==> config.mk <==
export PLATFORM = sky130hd
export DESIGN_NAME = method_call_sequencer
export DESIGN_NICKNAME = d
export VERILOG_FILES = /design/src/rtl/method_call_sequencer.sv
export SDC_FILE = /design/constraint.sdc
export NUM_CORES = 1
export LEC_CHECK = 0
export ABC_AREA = 1
export BUFFER_PORTS_ARGS = -buffer_cell sky130_fd_sc_hd__buf_2
export CAP_MARGIN = 20
export CORE_MARGIN = 2
export CORE_UTILIZATION = 33
export DETAILED_ROUTE_END_ITERATION = 6
export PLACE_DENSITY = 0.5
export RECOVER_POWER = 50
export REMOVE_ABC_BUFFERS = 1
export SYNTH_ARGS = -nofsm -noshare
export SYNTH_HDL_FRONTEND = slang
export SYNTH_SLANG_ARGS = --single-unit
==> constraint.sdc <==
create_clock -name clk -period 5.5 [get_ports clk]
set_input_delay 0.825 -clock clk [delete_from_list [all_inputs] [get_ports clk]]
set_output_delay 0.825 -clock clk [all_outputs]
set_load 0.03 [all_outputs]
==> src/rtl/method_call_sequencer.sv <==
// method_call_sequencer: drives one req/busy/return method port of a
// Synthesijer-generated module. After an optional start delay it issues a
// call, waits for completion, captures the return value and reports
// pass / fail / timeout together with the call latency.
//
// Call handshake:
//   callee_req is held high until callee_busy is sampled high, which counts
//   as acceptance. The call completes on the first cycle busy is sampled low
//   after acceptance; callee_return is captured in that same cycle.
module method_call_sequencer #(
  parameter int unsigned          RET_WIDTH   = 32,
  parameter int unsigned          CNT_WIDTH   = 32,
  parameter int unsigned          START_DELAY = 100,
  parameter int unsigned          TIMEOUT     = 1000000,
  parameter logic [RET_WIDTH-1:0] EXPECTED    = RET_WIDTH'(1),
  parameter bit                   AUTO_START  = 1'b1
) (
  input  logic                 clk,
  input  logic                 reset,
  input  logic                 start,
  output logic                 callee_req,
  input  logic                 callee_busy,
  input  logic [RET_WIDTH-1:0] callee_return,
  output logic                 running,
  output logic                 done,
  output logic                 pass,
  output logic                 fail,
  output logic                 timed_out,
  output logic [RET_WIDTH-1:0] ret_value,
  output logic [CNT_WIDTH-1:0] latency,
  output logic [2:0]           dbg_state
);

  typedef enum logic [2:0] {
    S_IDLE  = 3'd0,
    S_DELAY = 3'd1,
    S_REQ   = 3'd2,
    S_WAIT  = 3'd3,
    S_DONE  = 3'd4
  } state_t;

  // Last counter value of each phase; DELAY_LAST is unused when START_DELAY = 0.
  localparam logic [CNT_WIDTH-1:0] DELAY_LAST = CNT_WIDTH'(START_DELAY - 1);
  localparam logic [CNT_WIDTH-1:0] TMO_LAST   = CNT_WIDTH'(TIMEOUT - 1);
  localparam logic [CNT_WIDTH-1:0] CNT_MAX    = '1;

  state_t               state_q, state_d;
  logic [CNT_WIDTH-1:0] cnt_q, cnt_d, cnt_inc;
  logic                 req_q, req_d;
  logic                 running_q, running_d;
  logic                 done_q, done_d;
  logic                 pass_q, pass_d;
  logic                 fail_q, fail_d;
  logic                 tmo_q, tmo_d;
  logic [RET_WIDTH-1:0] ret_q, ret_d;
  logic [CNT_WIDTH-1:0] lat_q, lat_d;
  // Pending automatic run; set by reset, consumed by the first launch.
  logic                 auto_q, auto_d;
  logic                 launch;

  // Saturating increment and launch request (start honoured in IDLE/DONE only).
  always_comb begin
    cnt_inc = (cnt_q == CNT_MAX) ? cnt_q : cnt_q + CNT_WIDTH'(1);
    launch  = ((state_q == S_IDLE) && (start || auto_q)) ||
              ((state_q == S_DONE) && start);
  end

  // Next-state and registered-output logic.
  always_comb begin
    state_d   = state_q;
    cnt_d     = cnt_q;
    req_d     = req_q;
    running_d = running_q;
    done_d    = done_q;
    pass_d    = pass_q;
    fail_d    = fail_q;
    tmo_d     = tmo_q;
    ret_d     = ret_q;
    lat_d     = lat_q;
    auto_d    = auto_q;

    case (state_q)
      S_IDLE, S_DONE: begin
        if (launch) begin
          auto_d    = 1'b0;
          cnt_d     = '0;
          done_d    = 1'b0;
          pass_d    = 1'b0;
          fail_d    = 1'b0;
          tmo_d     = 1'b0;
          running_d = 1'b1;
          if (START_DELAY == 0) begin
            state_d = S_REQ;
            req_d   = 1'b1;
          end else begin
            state_d = S_DELAY;
          end
        end
      end

      S_DELAY: begin
        if (cnt_q == DELAY_LAST) begin
          state_d = S_REQ;
          cnt_d   = '0;
          req_d   = 1'b1;
        end else begin
          cnt_d = cnt_inc;
        end
      end

      S_REQ: begin
        cnt_d = cnt_inc;
        lat_d = cnt_inc;
        if (cnt_q == TMO_LAST) begin
          state_d   = S_DONE;
          req_d     = 1'b0;
          running_d = 1'b0;
          done_d    = 1'b1;
          tmo_d     = 1'b1;
          fail_d    = 1'b1;
          pass_d    = 1'b0;
        end else if (callee_busy) begin
          state_d = S_WAIT;
          req_d   = 1'b0;
        end
      end

      S_WAIT: begin
        cnt_d = cnt_inc;
        lat_d = cnt_inc;
        // Completion is checked first so it wins over a coincident timeout.
        if (!callee_busy) begin
          state_d   = S_DONE;
          running_d = 1'b0;
          done_d    = 1'b1;
          ret_d     = callee_return;
          pass_d    = (callee_return == EXPECTED);
          fail_d    = (callee_return != EXPECTED);
        end else if (cnt_q == TMO_LAST) begin
          state_d   = S_DONE;
          running_d = 1'b0;
          done_d    = 1'b1;
          tmo_d     = 1'b1;
          fail_d    = 1'b1;
          pass_d    = 1'b0;
        end
      end

      default: begin
        state_d   = S_IDLE;
        req_d     = 1'b0;
        running_d = 1'b0;
      end
    endcase
  end

  // State and output registers with synchronous reset.
  always_ff @(posedge clk) begin
    if (reset) begin
      state_q   <= S_IDLE;
      cnt_q     <= '0;
      req_q     <= 1'b0;
      running_q <= 1'b0;
      done_q    <= 1'b0;
      pass_q    <= 1'b0;
      fail_q    <= 1'b0;
      tmo_q     <= 1'b0;
      ret_q     <= '0;
      lat_q     <= '0;
      auto_q    <= AUTO_START;
    end else begin
      state_q   <= state_d;
      cnt_q     <= cnt_d;
      req_q     <= req_d;
      running_q <= running_d;
      done_q    <= done_d;
      pass_q    <= pass_d;
      fail_q    <= fail_d;
      tmo_q     <= tmo_d;
      ret_q     <= ret_d;
      lat_q     <= lat_d;
      auto_q    <= auto_d;
    end
  end

  assign callee_req = req_q;
  assign running    = running_q;
  assign done       = done_q;
  assign pass       = pass_q;
  assign fail       = fail_q;
  assign timed_out  = tmo_q;
  assign ret_value  = ret_q;
  assign latency    = lat_q;
  assign dbg_state  = state_q;

endmodule

==> summary.md, run 1 <==
| Metric | Value |
|---|---|
| Switch share | 40.09% |
| Insertion delay to the later sink of the worst-skew pair | 0.35 ns |
| Int Pwr | ~0.0015 W |
| Post-route cell area | about 0.0063 mm² |
| Most common cell after layout, fill and taps aside | nand2_1 |
| Clock Sinks | 106 |
| Die W | about 130 µm |
| Fin. Hold Viols | 0 |
| GRT Util Overall | 17.27% |
| Yosys warns | 0 |
| Total power | roughly 0.0025 W |
| Dpl ws | 2.430 ns |
| Mapped Cells | between 800 and 900 |
| TritonRoute pass-1 iters | 4 |
| Part of the cycle the worst path needs | around 68% |
| Sequential share of power | between 30% and 40% |
| Die area | approximately 0.017 mm² |
| Clk pwr share | about 28% |
| CP max FO | 63 |
| DR WL/cell | around 13 µm |
| Synth Cell Area | approximately 0.0054 mm² |
| Top cells by area, synth | dfxtp_1, nand2_1, nor2_1 |
| Seq cells post-synth | 106 |
| Status | finished, violations left |
| Setup WS post-layout | 1.757 ns |
| Met1 GRT Util | between 20% and 30% |
| CP arrival | ~4 ns |
| Global-route wire length before repair | around 25 mm |
| H-tree depth | 3 |
| Area of the multi-input gates | roughly 0.0028 mm² |
| Met3 usage | approximately 4.3% |
| Total negative slack | 0 ns |
| Net switching power | between 0.0009 and 0.001 W |
| Antenna cells | 0 |
| Vias per cell | 4.522 |
| Critical path required time | around 5.8 ns |
| Post-CTS sizing | 0 |
| ANT nets after route | 0 |
| P&R area growth vs syn | 16.75% |
| Leading area contributor after synthesis | dfxtp_1 |
| I/O pin total | 109 |
| GRT busiest layer | met2 |
| Avg Cell Area, Syn | roughly 6.4 µm² |
| Number of max-cap violations | 1 |
| DPL Wire Length | 10.53 mm |
| Endpoints failing setup | 0 |
| Post-CTS Setup Inserts | 0 |
| Yosys cell types | 33 |
| Worst-Margin Slew | around 2.9 ns |
| Rel. slew slack | -91.95% |
| Pin count of the biggest net entering global routing | 64 |
| Total grt overflow | 0 |
| Critical Path End Type | flop |
| Violated checks | max-capacitance violations, max-slew violations |
| Root Buffer | clkbuf_16 |
| Comb pwr share | approximately 33% |
| Placer congestion estimate | about 0.90 |
| Worst vdd ir | ~0.20 mV |
| DRC | 0 |
| Critical setup path kind | in2reg |
| Most frequent cells in the layout | nand2_1, nor2_1, dfxtp_1 |
| Share of the synthesized area in the top cell type | slightly below 40% |
| Pwr dens | just under 400 mW/mm² |
| Flop2flop setup slack | ~2.3 ns |
| Layout cell share with drive strength beyond 1 | ~9% |
| Rows | 46 |
| Fmax | about 270 MHz |
| Sequential area share after synthesis | 39.40% |
| Port bufs | roughly 110 |
| Storage cell area | 0.002122 mm² |
| Final slew viol count | between 60 and 70 |
| Max Clock Skew | 0.009934 ns |
| CTS tree | yes |
| Clock buffer depth | 2 |
| Tmin final | 3.743 ns |
| Initial Util | approximately a third |
| Vias in the first global route | 4952 |
| Setup crit start kind | primary input |
| Vert. Die Dim | between 100 and 150 µm |
| Total Wirelength | 14.69 mm |
| Layout filler cell count | between 1500 and 2000 |
| Initial antenna violation count | 0 |
| Final net count | between 900 and 1000 |
| Initial drt markers | between 200 and 250 |
| Grt met2 use | between 20 and 30% |
| Lkg Pwr | about 2.8 nW |
| Core area | about 0.016 mm² |
| Placed Instance Area | a little over 0.006 mm² |
| Hold Path Class | reg2reg |
| RSZ-0062 raised after global routing | no |
| CTS clk-pin slew, worst paths | 0.07 ns |
| TritonCTS Buffers | 9 |
| Routed vias | 5200 |
| Post-CTS Hold Buffers | 0 |
[kinds of logic after synthesis]
group,Yosys count,share of synthesized area (%)
simple gates,477,37.12
flops,106,39.40
fa+ha+maj,1,0.2323
buf+inv,125,9.454
xor+xnor,19,3.089
compound gates,110,10.71
[sequential cells by signal (all words and copies together), names as in the netlist]
register and count:
ret_value 32, done 1, pass 1, timed_out 1, auto_q 1, running 1, dbg_state 3, cnt_q 32
fail 1, latency 32, callee_req 1
[layer usage]
layer / share of wire [%] / vias up
met4: 2.3 / 0
li1: - / 2779
met5: 0 / -
met1: 48 / 2279
met3: 6.4 / 20
met2: 43 / 122
[area by class of cell]
type                       instances  share of cell area (%)
timing repair buffer             112                   7.561
inverter                          93                   5.551
clock buffer                      10                   3.641
tap                              216                   4.298
clock inverter                     6                   1.393
multi-input combinational        607                   43.81
sequential                       106                   33.74
[worst max-delay path: stages]
cell,delay (ns)
buf_2,0.07
clkbuf_1,2.03
inv_1,0.40
buf_4,0.43
o21ai_0,0.12
nor2_1,0.06
[synthesized netlist by cell type (all sizes together)]
library cell and n:
o21ai 71, nor3 14, ha 1, xor2 15, dfxtp 106, nand4 10, nor4 1, a21oi 37
clkbuf 15, buf 17, nor3b 1, inv 93, a31oi 1, nor2 206, a211oi 1, nand2 212
or2 1, xnor2 4, nand3 32
[path summary, 6_finish.rpt]
path,from,cells after the start,end
setup / recovery,reset,6,ret_value[3]
hold / removal,auto_q,2,auto_q
setup reg to reg,dbg_state[1],10,timed_out
hold reg to reg,auto_q,2,auto_q
[metrics by stage]
step,instances,hold slack [ns],utilization [%]
2_1_floorplan,806,0.4191,-
3_3_place_gp,1134,0.4332,38.06
3_5_place_dp,1134,0.4406,38.06
4_1_cts,1150,0.4553,40.04
5_1_grt,1150,0.4734,39.44
6_report,1150,0.4561,39.44
[power groups by stage]
stage,Combinational [W],Clock [W],Sequential (W)
2_1_floorplan,0.000407,0,0.00115
3_3_place_gp,0.000869,0,0.000956
3_5_place_dp,0.000866,0,0.000957
4_1_cts,0.000869,0.000729,0.000940
5_1_grt,0.000926,0.000750,0.000957
6_report,0.000824,0.000698,0.000941
Note: power is estimated with default switching activity, not from simulation.
==> run 2: changes to the inputs <==
Settings changed: ABC_AREA 1 to 0, PLACE_DENSITY 0.5 to 0.52.
Clock period 5.5 ns to 3.15 ns, I/O delays scaled along.
==> run 2 against run 1 <==
Net effect:
- critical endpoint is now latency[30]
- largest power group unchanged
- the flow now finishes without violations
- final cell count fell by 19%
- highest routed layer unchanged
- sequential power rose by 47%
- synthesized cell count fell by 22%
==> summary.md, run 2 <==
| Metric | Value |
|---|---|
| Part of the cycle the worst path needs | between 80% and 90% |
| Core area | 0.01520 mm² (-4.6%) |
| Vias per cell | 5.513 (+22%) |
| Placer congestion estimate | 0.9549 (+6.6%) |
| Setup crit start kind | flop |
| Most frequent cell after synthesis | dfxtp_1 |
| Clock Sinks | 106 (unchanged) |
| Commonest cells post-synth | dfxtp_1, nand2_1, a21oi_1, nor2_1, clkbuf_1 |
| Most common cell after layout, fill and taps aside | dfxtp_1 |
| Post-CTS Setup Inserts | 0 (unchanged) |
| Root Buffer | clkbuf_16 |
| Status | finished, final reports clean |
| Pwr dens | 439.2 mW/mm² (+12%) |
| Antenna cells | 0 (unchanged) |
| Worst hold path depth | 3 (+1) |
| CP arrival | 3.00 ns (-0.99 ns) |
| Worst Hold Launch | callee_return[17] |
| Vert. Die Dim | 128.6 µm (-2.4%) |
| Global-route wire length before repair | 24.17 mm (-1.5%) |
| Routed vias | 5105 (-1.8%) |
| Post-synth EDFFs | 0 (unchanged) |
| Rows | 45 (-2.2%) |
| Multiplexer share of the synthesized area | 0% (unchanged) |
| Top_reg_cell synth | dfxtp_1 |
| XOR/XNOR Fraction of Synth Area | 4.442% (+1.4 points) |
| Layout filler cell count | 1625 (-11%) |
| DRC | 0 (unchanged) |
| TritonRoute pass-1 iters | 4 (unchanged) |
| Share of the synthesized area in the top cell type | 41.40% (+2.0 points) |
| Total Wirelength | 15.12 mm (+2.9%) |
| Most frequent cells in the layout | dfxtp_1, nand2_1, clkbuf_1 |
| Layout cell share with drive strength beyond 1 | 9.892% (+1.0 points) |
| Post-CTS Hold Buffers | 0 (unchanged) |
| Critical path required time | 3.43 ns (-2.32 ns) |
| R2r worst-path depth | 7 (-3) |
| Total grt overflow | 0 (unchanged) |
| Adder-Cell Fraction of Synth Area | 0.2441% (+0.012 points) |
| Avg Cell Area, Syn | 7.826 µm² (+22%) |
| Fin. Hold Viols | 0 (unchanged) |
| Insertion delay to the later sink of the worst-skew pair | 0.36 ns (about the same) |
| Yosys warns | 0 (unchanged) |
| Post-CTS sizing | 0 (unchanged) |
| Initial antenna violation count | 0 (unchanged) |
| Fmax | approximately 370 MHz |
| Die area | 0.01655 mm² (-4.7%) |
| H-tree depth | 3 (unchanged) |
| Total negative slack | 0 ns (unchanged) |
| Worst-Margin Slew | 1.128 ns (-1.751 ns) |
| TritonCTS Buffers | 9 (unchanged) |
| Seq cells post-synth | 106 (unchanged) |
| Initial Util | 33.72% (-0.066 points) |
| Top cells by area, synth | dfxtp_1, nand2_1, a21oi_1 |
| Leading area contributor after synthesis | dfxtp_1 |
| CP max FO | 8 (-87%) |
| Lkg Pwr | 1.841 nW (-35%) |
| Compound-Gate Fraction of Synth Area | 19.58% (+8.9 points) |
| Mapped Cells | 655 (-22%) |
| DR WL/cell | 16.33 µm (+28%) |
| Endpoints failing setup | 0 (unchanged) |
| Critical R2R Launch | cnt_q[0] |
| CTS clk-pin slew, worst paths | 0.07 ns (about the same) |
| Post-route cell area | 0.005976 mm² (-5.0%) |
| Synth Area in Simple Gates | 29.31% (-7.8 points) |
| Max Clock Skew | 0.01215 ns (+0.002213 ns) |
| Rel. slew slack | 24.46% (+120 points) |
| Final slew viol count | 0 (-100%) |
| Initial drt markers | 257 (+9.8%) |
| Main combinational cell family by area after synthesis | simple AND/OR/NAND/NOR gates |
| Number of max-cap violations | 0 (-1) |
| Port bufs | 108 (unchanged) |
| Critical Path End Type | flop |
| I/O pin total | 109 (unchanged) |
| Yosys cell types | 52 (+58%) |
| Critical setup path kind | reg2reg |
| Hold Path Class | in2reg |
| Storage cell area | 0.002122 mm² (unchanged) |
| Sequential area share after synthesis | 41.40% (+2.0 points) |
| Final net count | 771 (-20%) |
| P&R area growth vs syn | 16.57% |
| WHS | 0.3644 ns (-0.09177 ns) |
| ANT nets after route | 0 (unchanged) |
| Clock buffer depth | 2 (unchanged) |
| GRT Util Overall | 18.30% (+1.0 points) |
| CTS tree | yes |
| RSZ-0062 raised after global routing | no |
| Post-synth ARST share | 0% (unchanged) |
| DPL Wire Length | 10.84 mm (+2.9%) |
| Area of the multi-input gates | 0.002755 mm² (unchanged) |
| Synth Cell Area | 0.005126 mm² (-4.8%) |
| Vias in the first global route | 4692 (-5.3%) |
| Die W | 128.6 µm (-2.4%) |
| Worst vdd ir | 0.2219 mV (+12%) |
| Placed Instance Area | 0.005806 mm² (-4.3%) |
| CP startpoint | cnt_q[0] |
| Pin count of the biggest net entering global routing | 45 (-30%) |
| Tmin final | 2.725 ns |
[run 2: cell count changes in the layout (fill, tap and decap cells not counted), sizes merged, moves of 11 or more]
| cell | change |
|---|---|
| xnor2 | +18 |
| a31oi | +19 |
| o21ai | -48 |
| xor2 | -11 |
| nor4 | +17 |
| nand2b | +14 |
| a211oi | +26 |
| nor2 | -153 |
| a21oi | +26 |
| inv | -80 |
| nand2 | -114 |
[run 2: worst paths after layout]
path / to / slack (ns)
worst min-delay path: ret_value[17] / 0.36
worst min register to register: ret_value[9] / 0.45
worst max register to register: latency[30] / 0.42
worst max-delay path: latency[30] / 0.42
[run 2: power by group]
| group | switching, W | leakage [nW] | internal [W] | total, W |
|---|---|---|---|---|
| sequential | 0.0000274 | 0.855 | 0.00135 | 0.00138 |
| combinational | 0.000116 | 0.855 | 0.0000695 | 0.000185 |
| clock | 0.000523 | 0.132 | 0.000535 | 0.00106 |
[run 2: kinds of logic (layout without fill, tap and decap cells)]
kind of cell | Yosys count | count (layout)
simple gates | 296 | 296
buf+inv | 65 | 148
compound gates | 161 | 161
fa+ha+maj | 1 | 1
xor+xnor | 26 | 26
flops | 106 | 106
[run 2: worst max-delay path, stage by stage (launching register included)]
cell      delay (ns)
dfxtp_1         0.45
ha_1            0.27
nand3_2         0.17
or3_1           0.46
or4_1           0.69
nor4_4          0.27
xnor2_1         0.12
a211oi_2        0.21
[run 2: area by class of cell]
class / count / share of cell area, %
flip-flops and latches: 106 / 35.51
multi-input cells: 484 / 46.11
clock inverters: 6 / 0.7328
well taps: 188 / 3.936
clock buffers: 9 / 3.769
inverters: 14 / 0.8794
repair buffers: 119 / 9.066
[run 2: through the flow]
stage | setup slack, ns | std cells | total power [W] | util, %
2_1_floorplan | -1.492 | 604 | 0.001502 | -
3_3_place_gp | 0.5509 | 911 | 0.001597 | 38.19
3_5_place_dp | 0.4757 | 911 | 0.001598 | 38.19
4_1_cts | 0.4318 | 926 | 0.002667 | 39.96
5_1_grt | 0.2133 | 926 | 0.002735 | 39.31
6_report | 0.4246 | 926 | 0.002624 | 39.31
[run 2: routing by layer]
layer / track usage, % / vias up / wire length [µm]
met3: 3.451 / 16 / 870
met1: 24.81 / 2420 / 7229
met5: 0 / - / 0
li1: - / 2500 / -
met2: 29.88 / 169 / 6850
met4: 5.179 / 0 / 169
==> run 3: changes to the inputs <==
--- a/config.mk
+++ b/config.mk
@@ -8,2 +8,3 @@
 export ABC_AREA = 0
+export ABC_CLOCK_PERIOD_IN_PS = 3150
 export BUFFER_PORTS_ARGS = -buffer_cell sky130_fd_sc_hd__buf_2
@@ -11,5 +12,5 @@
 export CORE_MARGIN = 2
-export CORE_UTILIZATION = 33
+export CORE_UTILIZATION = 49
 export DETAILED_ROUTE_END_ITERATION = 6
-export PLACE_DENSITY = 0.52
+export PLACE_DENSITY = 0.73
 export RECOVER_POWER = 50
==> constraint.sdc (replaced) <==
create_clock -name clk -period 3.15 [get_ports clk]
set_input_delay 0.1575 -clock clk [delete_from_list [all_inputs] [get_ports clk]]
set_output_delay 0.1575 -clock clk [all_outputs]
set_load 0.03 [all_outputs]
==> run 3 against run 2 <==
Net effect:
- core utilization increased by 18 points
- first-iteration DRC count increased by 45%
- sequential share of layout area increased by 0.73 points
- flip-flop and latch count unchanged
- critical path type unchanged
- worst hold slack got worse by 0.35 ns
- die area decreased by 32%
- count of clock-buffer cells in the layout unchanged
- critical endpoint is now cnt_q[15]
- fmax decreased by 3.6%
- clock skew decreased by 0.0035 ns
- largest power group unchanged
- clock power decreased by 16%
==> summary.md, run 3 (synthesis results as in run 2) <==
| Metric | Value |
|---|---|
| ANT nets after route | 0 (unchanged) |
| Fmax | 353.6 MHz (-3.6%) |
| Post-CTS Hold Buffers | 0 (unchanged) |
| Die W | 106.3 µm (-17%) |
| Tmin final | 2.828 ns (+0.1024 ns) |
| Dpl ws | 0.3729 ns (-0.1028 ns) |
| Critical setup path kind | reg2reg |
| Routed vias | 5078 (-0.53%) |
| Rel. slew slack | 47.61% (+23 points) |
| Pwr dens | 418.5 mW/mm² (-4.7%) |
| Total power | 0.002450 W (-6.6%) |
| Most common cell after layout, fill and taps aside | dfxtp_1 |
| Max Clock Skew | 0.008624 ns (-0.003523 ns) |
| Final slew viol count | 0 (unchanged) |
| Initial drt markers | 373 (+45%) |
| Critical path's largest stage delay | 0.64 ns (-0.05 ns) |
| Setup WS post-layout | 0.3222 ns (-0.1024 ns) |
| Root Buffer | clkbuf_8 |
| CP arrival | 3.11 ns (+0.11 ns) |
| Worst vdd ir | 0.2664 mV (+20%) |
| DR WL/cell | 15.47 µm (-5.3%) |
| Placer congestion estimate | 0.9738 (+2.0%) |
| Global-route wire length before repair | 22.14 mm (-8.4%) |
| DPL Wire Length | 9.513 mm (-12%) |
| DRC | 0 (unchanged) |
| Total Wirelength | 13.51 mm (-11%) |
| Initial antenna violation count | 0 (unchanged) |
| Vert. Die Dim | 106.3 µm (-17%) |
| Final non-filler cell total | 873 (-5.7%) |
| CP max FO | 12 (+4) |
| Die area | 0.01130 mm² (-32%) |
| Setup crit start kind | flop |
| Lkg Pwr | 1.810 nW (-1.7%) |
| Total grt overflow | 0 (unchanged) |
| Post-CTS Setup Inserts | 0 (unchanged) |
| CTS tree | yes |
| M1 WL | 6.191 mm (-14%) |
| Pin count of the biggest net entering global routing | 71 (+58%) |
| Critical path required time | 3.43 ns (about the same) |
| Vias per cell | 5.817 (+5.5%) |
| GRT Util Overall | 24.07% (+5.8 points) |
| Status | finished, final reports clean |
| Post-CTS sizing | 0 (unchanged) |
| Clock Sinks | 106 (unchanged) |
| Initial Util | 50.10% (+16 points) |
| Core area | 0.01023 mm² (-33%) |
| I/O pin total | 109 (unchanged) |
| Antenna cells | 0 (unchanged) |
| Wire length on met2 | 6.211 mm (-9.3%) |
| Hold Path Class | in2reg |
| Most frequent cells in the layout | dfxtp_1, nand2_1, clkbuf_1 |
| CP max stage cell | o21ai_1 |
| Insertion delay to the later sink of the worst-skew pair | 0.38 ns (+0.02 ns) |
| Layout cell share with drive strength beyond 1 | 9.634% (-0.26 points) |
| CTS clk-pin slew, worst paths | 0.11 ns (+0.04 ns) |
| Fin. Hold Viols | 0 (unchanged) |
| Part of the cycle the worst path needs | 89.77% (+3.3 points) |
| CP cell instances | ha_1 > nor4b_1 > nand4b_1 > o21ai_1 > nand2_1 > a32o_1 |
| Final net count | 769 (-0.26%) |
| Critical Path End Type | flop |
| Worst-Margin Slew | 0.7787 ns (-0.3494 ns) |
| Post-route cell area | 0.005856 mm² (-2.0%) |
| Endpoints failing setup | 0 (unchanged) |
| WHS | 0.01147 ns (-0.3529 ns) |
| Number of max-cap violations | 0 (unchanged) |
| Vias in the first global route | 4492 (-4.3%) |
| P&R area growth vs syn | 14.23% |
| Top layer in use | met4 |
| TritonRoute pass-1 iters | 5 (+1) |
| Rows | 37 (-18%) |
| H-tree depth | 3 (unchanged) |
| Port bufs | 108 (unchanged) |
| Placed Cells | 856 (-6.0%) |
| RSZ-0062 raised after global routing | no |
| Placed Instance Area | 0.005713 mm² (-1.6%) |
| TritonCTS Buffers | 9 (unchanged) |
| Clock buffer depth | 2 (unchanged) |
| DR WL met3 | 867 µm (-0.34%) |
run 3: worst max-delay path: cells and delay by family (launching register included):
kind	cells	cell delay [ns]
and+or+nand+nor	3	0.98
adders and majority gates	1	0.27
DFF	1	0.45
AOI/OAI and AO/OA	2	1.04
run 3: final timing paths:
kind / start / end / slack, ns / cells after the start
min reg2reg: latency[0] / latency[0] / 0.46 / 2
max: cnt_q[0] / cnt_q[15] / 0.32 / 6
max reg2reg: cnt_q[0] / cnt_q[15] / 0.32 / 6
min: callee_return[21] / ret_value[21] / 0.01 / 3
run 3: layout make-up:
class | count | area [µm²]
inverters | 14 | 52.55
repair buffers | 117 | 536.8
clock buffers | 9 | 123.9
well taps | 136 | 170.2
fillers | 998 | 4375
multi-input cells | 484 | 2765
flip-flops and latches | 106 | 2122
clock inverters | 7 | 85.08
run 3: through the flow:
| step | util [%] | TNS, ns |
|---|---|---|
| 2_1_floorplan | - | -54.50 |
| 3_3_place_gp | 55.84 | 0 |
| 3_5_place_dp | 55.84 | 0 |
| 4_1_cts | 57.88 | 0 |
| 5_1_grt | 57.23 | 0 |
| 6_report | 57.23 | 0 |
run 3: report_power, final:
group,total [W],leakage (nW),internal [W],switching (W)
registers,0.00138,0.855,0.00135,0.0000265
logic,0.000182,0.855,0.0000673,0.000115
clock network,0.000888,0.0999,0.000383,0.000505
run 3: metal layers:
metal	track usage, %	vias up
met5	0	-
met1	31.83	2352
met2	40.29	194
li1	-	2511
met3	4.905	21
met4	5.921	0
